**src/rtl/pipeline_sized_fifo_if.sv**
```systemverilog
// pipeline_sized_fifo_if: enqueue, dequeue and round-bookkeeping bundle of the pipeline-sized FIFO
interface pipeline_sized_fifo_if #(
  parameter int width    = 0,
  parameter int logDepth = 1
);
  logic              enq;
  logic [width:0]    enq_value;
  logic              not_full;
  logic              consumed_before;
  logic              reset;
  logic              consumed;
  logic              not_empty;
  logic [width:0]    deq_value;
  logic              deq;
  logic [logDepth:0] count;
  modport master (
    output enq, enq_value, reset, deq,
    input  not_full, consumed_before, consumed, not_empty, deq_value, count
  );
  modport slave (
    input  enq, enq_value, reset, deq,
    output not_full, consumed_before, consumed, not_empty, deq_value, count
  );
endinterface

```
**src/rtl/pipeline_sized_fifo.sv**
```systemverilog
// pipeline_sized_fifo: registered-output FIFO of 2**logDepth entries with pipeline enqueue and per-round consumed flag
module pipeline_sized_fifo #(
  parameter int width    = 0,
  parameter int logDepth = 1
) (
  input logic                  clk,
  input logic                  rst_n,
  pipeline_sized_fifo_if.slave bus
);
  localparam int depth = 1 << logDepth;
  localparam logic [logDepth:0] full_cnt = {1'b1, {logDepth{1'b0}}};
  logic [width:0]      mem_q [depth];
  logic [logDepth-1:0] rd_ptr_q, rd_ptr_d, wr_ptr_q, wr_ptr_d;
  logic [logDepth:0]   count_q, count_d;
  logic                consumed_q, consumed_d;
  logic                not_full, enq_ok, deq_ok;
  assign not_full            = (count_q != full_cnt) || bus.deq;
  assign bus.not_full        = not_full;
  assign bus.not_empty       = count_q != '0;
  assign bus.count           = count_q;
  assign bus.deq_value       = mem_q[rd_ptr_q];
  assign bus.consumed_before = consumed_q;
  assign bus.consumed        = bus.enq || consumed_q;
  // Next state: a full FIFO still accepts when the same cycle dequeues; RESET outranks ENQ for the round flag
  always_comb begin
    deq_ok     = bus.deq && count_q != '0;
    enq_ok     = bus.enq && not_full;
    wr_ptr_d   = enq_ok ? wr_ptr_q + 1'b1 : wr_ptr_q;
    rd_ptr_d   = deq_ok ? rd_ptr_q + 1'b1 : rd_ptr_q;
    count_d    = (enq_ok && !deq_ok) ? count_q + 1'b1 :
                 (!enq_ok && deq_ok) ? count_q - 1'b1 : count_q;
    consumed_d = bus.reset ? 1'b0 : bus.enq ? 1'b1 : consumed_q;
  end
  // Control state with asynchronous discard of all entries
  always_ff @(posedge clk or negedge rst_n) begin
    if (!rst_n) begin
      rd_ptr_q   <= '0;
      wr_ptr_q   <= '0;
      count_q    <= '0;
      consumed_q <= 1'b0;
    end else begin
      rd_ptr_q   <= rd_ptr_d;
      wr_ptr_q   <= wr_ptr_d;
      count_q    <= count_d;
      consumed_q <= consumed_d;
    end
  end
  // Storage is never reset; a write lands in the slot just freed when full with a same-cycle dequeue
  always_ff @(posedge clk) begin
    if (enq_ok) mem_q[wr_ptr_q] <= bus.enq_value;
  end
  assert property (@(posedge clk) disable iff (!rst_n) count_q <= full_cnt);
endmodule

```
**src/flat_wrapper.sv**
```systemverilog
// flat-port wrapper written by rule: the top's interface ports become plain ports
module pipeline_sized_fifo_flat 
#(
  parameter int width    = 0,
  parameter int logDepth = 1
)
  (clk, rst_n, bus_enq, bus_enq_value, bus_reset, bus_deq, bus_not_full, bus_consumed_before, bus_consumed, bus_not_empty, bus_deq_value, bus_count);
  pipeline_sized_fifo_if #(.width(width), .logDepth(logDepth)) bus_i ();
  input logic clk;
  input logic rst_n;
  input wire logic [$bits(bus_i.enq)-1:0] bus_enq;
  input wire logic [$bits(bus_i.enq_value)-1:0] bus_enq_value;
  input wire logic [$bits(bus_i.reset)-1:0] bus_reset;
  input wire logic [$bits(bus_i.deq)-1:0] bus_deq;
  output wire logic [$bits(bus_i.not_full)-1:0] bus_not_full;
  output wire logic [$bits(bus_i.consumed_before)-1:0] bus_consumed_before;
  output wire logic [$bits(bus_i.consumed)-1:0] bus_consumed;
  output wire logic [$bits(bus_i.not_empty)-1:0] bus_not_empty;
  output wire logic [$bits(bus_i.deq_value)-1:0] bus_deq_value;
  output wire logic [$bits(bus_i.count)-1:0] bus_count;
  assign bus_i.enq = bus_enq;
  assign bus_i.enq_value = bus_enq_value;
  assign bus_i.reset = bus_reset;
  assign bus_i.deq = bus_deq;
  assign bus_not_full = bus_i.not_full;
  assign bus_consumed_before = bus_i.consumed_before;
  assign bus_consumed = bus_i.consumed;
  assign bus_not_empty = bus_i.not_empty;
  assign bus_deq_value = bus_i.deq_value;
  assign bus_count = bus_i.count;
  pipeline_sized_fifo #(.width(width), .logDepth(logDepth)) u_core (.clk(clk), .rst_n(rst_n), .bus(bus_i));
endmodule
```
**config.mk**
```make
export PLATFORM = sky130hd
export DESIGN_NAME = pipeline_sized_fifo_flat
export DESIGN_NICKNAME = d
export VERILOG_FILES = /design/src/rtl/pipeline_sized_fifo_if.sv /design/src/rtl/pipeline_sized_fifo.sv /design/src/flat_wrapper.sv
export SDC_FILE = /design/constraint.sdc
export NUM_CORES = 1
export LEC_CHECK = 0
export ABC_AREA = 1
export CORE_AREA = 4 4 41 43
export CTS_CLUSTER_SIZE = 16
export DETAILED_ROUTE_END_ITERATION = 10
export DIE_AREA = 0 0 45 47
export GPL_TIMING_DRIVEN = 0
export PLACE_DENSITY = 0.51
export SYNTH_ARGS = -nofsm -noshare
export SYNTH_HDL_FRONTEND = slang
export SYNTH_SLANG_ARGS = --single-unit
```
**constraint.sdc**
```tcl
create_clock -name clk -period 1.35 [get_ports clk]
set_input_delay 0.135 -clock clk [delete_from_list [all_inputs] [get_ports clk]]
set_output_delay 0.135 -clock clk [all_outputs]
set_load 0.05 [all_outputs]
```
; Word-level counts from Yosys, hierarchy flattened
; Memories as Yosys holds them, arrays and structs flattened.
; Index checks and enable logic that the tools add are counted.
[op_classes]
mux = 6
reduce_logical = 11
n_addsub = 4
eq_ne = 1
[op_table]
columns = cell, n
row1 = $reduce_bool 2->1, 3
row2 = $logic_and 1x1->1, 4
row3 = $mux 1, 4
row4 = $mux 2, 2
row5 = $add 1x1->1 const B, 2
row6 = $add 2x1->2 const B, 1
row7 = $logic_not 1->1, 2
row8 = $logic_or 1x1->1, 2
row9 = $ne 2x2->1 const B, 1
row10 = $sub 2x1->2 const B, 1
[word_totals]
ff_bits = 5
mem_bits_rw = 2
elab_cells = 27
mem_count = 1
[mem_list]
columns = memory, words, word_bits, rd, rd_ports_with_merged_regs, write_ports, line_no
row1 = u_core.mem_q, 2, 1, 1, 0, 1, pipeline_sized_fifo.sv:12  ; logic [width:0] mem_q [depth];

; Depth between registers and ports, before layout
[logic_depth]
ltp_word = 7
mapped_depth = 10
depth_no_buf = 10

; Least setup slack after synthesis
; OpenSTA, ideal clock, no wires.
[synth_path]
path_type = reg-to-reg
from = register u_core.count_q[1], in the netlist u_core.bus.count[1]
to = register u_core.count_q[1], in the netlist u_core.bus.count[1]
period_less_slack_ns = 1.890
t_required_ns = 1.230
arrival_ns = 1.770
stages_incl_launch_ff = 9
setup_ns = 0.120
setup_slack_ns = -0.540
cell_sequence = dfrtp_1 -> nand3_2 -> nand2_2 -> inv_1 -> ha_1 -> inv_1 -> nand3_1 -> nand2_1 -> nand2_1
[synth_between]
elab_chain_len = 6
[synth_rtl]
columns = item, line_no
row1 = start: declaration, pipeline_sized_fifo.sv:14  ; logic [logDepth:0] count_q, count_d;
row2 = start signal: assignment, pipeline_sized_fifo.sv:44  ; count_q <= count_d;
row3 = $ne 2x2->1 *, pipeline_sized_fifo.sv:17  ; assign not_full = (count_q != full_cnt) || bus.deq;
row4 = $logic_or 1x1->1 *, pipeline_sized_fifo.sv:17
row5 = net bus_not_full, flat_wrapper.sv:15  ; output wire logic [$bits(bus_i.not_full)-1:0] bus_not_full;
row6 = $logic_and 1x1->1 *, pipeline_sized_fifo.sv:27  ; enq_ok = bus.enq && not_full;
row7 = net u_core.enq_ok, pipeline_sized_fifo.sv:16  ; logic not_full, enq_ok, deq_ok;
row8 = $logic_not 1->1, pipeline_sized_fifo.sv:31  ; (!enq_ok && deq_ok) ? count_q - 1'b1 : count_q;
row9 = $logic_and 1x1->1, pipeline_sized_fifo.sv:31
row10 = $reduce_bool 2->1 (no line), -
; The timed path passes the listed nets; every way through them passes the cells marked *. The select of a mux whose other input is x is not followed.
; A chain may end at the register's enable or synchronous reset.

; Worst setup path after layout
[layout_path]
from = register u_core.count_q[0], in the netlist u_core.bus.count[0]
to = output bus_count[0]
[layout_rtl]
columns = item, line_no
row1 = end: declaration, flat_wrapper.sv:20  ; output wire logic [$bits(bus_i.count)-1:0] bus_count;
; No word-level cell between the ends.

==> results by group <==
Status
  – Status: finished, final reports clean

Clocking
  – Clock sinks: 7
  – CTS tree: built
  – Clock buffer depth: 2
  – Root Buffer Master: clkbuf_4
  – CTS Buf Count: 3
  – H-Tree Depth: 1
  – Reg clk slew, reported paths: 0.05 ns
  – Post-cts hold buffer count: 0
  – Clock latency on the worst-skew pair: 0.25 ns

Cells and area
  – Commonest cells after routing, fill and taps aside: nand2_1, inv_1, clkdlybuf4s50_1
  – Finished layout cell area: 558 um2
  – FILL cells: 152
  – Final Util: 0.429
  – Synth-to-Final Area Change: 59.9%
  – Ant. Diodes: 0
  – Final std cells w/o fill: 75
  – Fraction of layout cells with a size suffix above 1: 0.333
  – Fin nets: 68
  – Commonest non-fill, non-tap cell in the layout: nand2_1

Worst setup path
  – Max stage delay cell, worst path: dlygate4sd2_1
  – Critical path capture point type: output pin
  – Worst path top cell family by delay: buffers and inverters
  – Worst-path maximum fanout: 4
  – Critical path startpoint category: register
  – CP arrival: 1.19 ns
  – WP buf/inv: 1
  – Cells along the critical path: dlygate4sd2_1
  – CP required: 1.22 ns
  – Worst setup path category: register to output pin
  – CP peak stage delay: 0.54 ns

Floorplan
  – IO Count: 13
  – Initial Utilization: 0.268
  – Die area: 0.00212 mm2
  – Die Y: 47 um
  – Cell Rows: 13
  – Core footprint: 0.00130 mm2
  – Die Width: 45 um

Global route
  – Number of global-route vias before repair: 302
  – Largest net degree at the start of global routing: 6
  – Global route total overflow: 0
  – Antenna violations before repair: 0
  – GRT Util Overall: 0.0788
  – Global-route wire length before repair: 1.12 mm

Placement
  – DP Cell Count: 69
  – RD Place Congestion: 0.646
  – I/O Buffers: 12
  – Placed instance area: 518 um2
  – HPWL Detailed: 564 um

Yosys
  – Cell Area, Synth: 349 um2
  – Yosys warning total: 0
  – Seq/Total Area, Yosys: 0.530
  – Synth Register Bits: 7
  – Mean post-synth cell area: 8.31 um2
  – Cell count after synthesis: 42
  – Unique masters post-synth: 13
  – Syn nets: 49

STA
  – Max_slew headroom: 0.674
  – Period utilisation layout: 0.985
  – Worst Clk Skew: 0.00176 ns
  – RSZ-0062 raised after global routing: yes
  – Min cycle time layout: 1.33 ns
  – Max Slew Vio Count: 0
  – Worst Max-Slew Pin Slew: 0.491 ns
  – Fmax: 0.752 GHz
  – Endpoints failing hold: 0
  – Final setup violation count: 0

Power
  – Clock network fraction of total power: 0.140
  – Max IR drop VDD: 0.000858 V
  – Pint: 0.000680 W
  – Comb pwr share: 0.579
  – Reg power frac: 0.282
  – Leakage: 0.282 nW
  – Power Density: 2380 mW/mm2
  – Switch share: 0.487
  – Final Power: 0.00133 W
  – Switching power: 0.000646 W

Route
  – Final wirelength: 671 um
  – DR WL/cell: 8.95 um
  – First-pass DRT Iterations: 2
  – Vias per cell: 4.15
  – DR vias: 311
  – 1st-iter DRT viols: 3
  – Antenna-violating nets left: 0
  – Post-route DRC: 0

Min path
  – Hold Path Class: input port to async pin

Flow run
  – Max Cap Viol: 0
[stage by stage]
stage / hold slack (ns) / setup TNS [ns] / worst slack, ns
global placement: 0.388 / -1.15 / -0.397
CTS: 0.124 / 0 / 0.00538
finish: 0.111 / 0 / 0.0209
detailed placement: 0.385 / -1.15 / -0.391
floorplan: -0.161 / -0.322 / -0.201
global route: 0.122 / -0.0466 / -0.0335
[power by group through the flow]
stage,sequential [W],combinational [W],clock (W)
2_1_floorplan,0.000487,0.000439,0
3_3_place_gp,0.000381,0.000758,0
3_5_place_dp,0.000380,0.000764,0
4_1_cts,0.000375,0.000731,0.000191
5_1_grt,0.000387,0.000832,0.000209
6_report,0.000374,0.000768,0.000185
[per-layer routing]
metal,vias up,GRT usage,routed length (um)
met5,-,0,0
met4,0,0.105,33
met3,4,0.0153,51
met2,10,0.110,304
met1,134,0.0884,282
li1,163,-,-
[logic make-up (layout without fill, tap and decap cells)]
logic type / count (synthesis) / in the layout / share of synthesized area
AO/OA/AOI/OAI: 1 / 1 / 0.0143
XOR/XNOR: 1 / 1 / 0.0251
adder cells (fa/ha/maj): 1 / 1 / 0.0358
buffers and inverters: 11 / 29 / 0.118
flip-flops: 7 / 7 / 0.530
AND/OR/NAND/NOR: 21 / 21 / 0.276
[final timing paths]
path | from | end | depth (start not counted) | slack, ns
min in group clk | bus_reset | u_core.bus.consumed_before$_DFFE_PN0P_ | 2 | 0.43
worst min register to register | u_core.wr_ptr_q$_DFFE_PN0P_ | u_core.wr_ptr_q$_DFFE_PN0P_ | 2 | 0.48
worst max-delay path | u_core.bus.count[0]$_DFFE_PN0P_ | bus_count[0] | 1 | 0.02
worst min-delay path | rst_n | u_core.bus.consumed_before$_DFFE_PN0P_ | 1 | 0.11
max in group asynchronous | rst_n | u_core.bus.count[0]$_DFFE_PN0P_ | 1 | 1.03
worst max register to register | u_core.bus.count[0]$_DFFE_PN0P_ | u_core.bus.count[1]$_DFFE_PN0P_ | 9 | 0.07
[final cells by class]
class / count / area, um2 / share of cell area
multi-input combinational: 24 / 158 / 0.283
tap: 15 / 18.8 / 0.0336
clock buffer: 4 / 26.3 / 0.0471
sequential: 7 / 188 / 0.336
inverter: 11 / 43.8 / 0.0785
timing repair buffer: 14 / 124 / 0.222
[registers in the layout, summed over array words and instances (netlist names)]
name                        count
u_core.bus.count                2
u_core.mem_q                    2
u_core.bus.consumed_before      1
u_core.rd_ptr_q                 1
u_core.wr_ptr_q                 1
[synth_stat cells]
master    number  share of area
nor2_1         1          0.011
inv_1         10           0.11
inv_2          1          0.011
edfxtp_1       2           0.17
dfrtp_1        5           0.36
nand2_2        2          0.036
nand2_1       13           0.14
ha_1           1          0.036
a21oi_1        1          0.014
nand3_1        3          0.043
xnor2_1        1          0.025
nand3_2        1          0.029
nand4_1        1          0.018
[timing repair]
item,CTS,global route
endpoints found under the setup margin,7,5
cloned,0,0
pin swaps,0,1
gates resized for setup,15,8
setup buffers,0,2
Note: power is estimated with default switching activity, not from simulation.
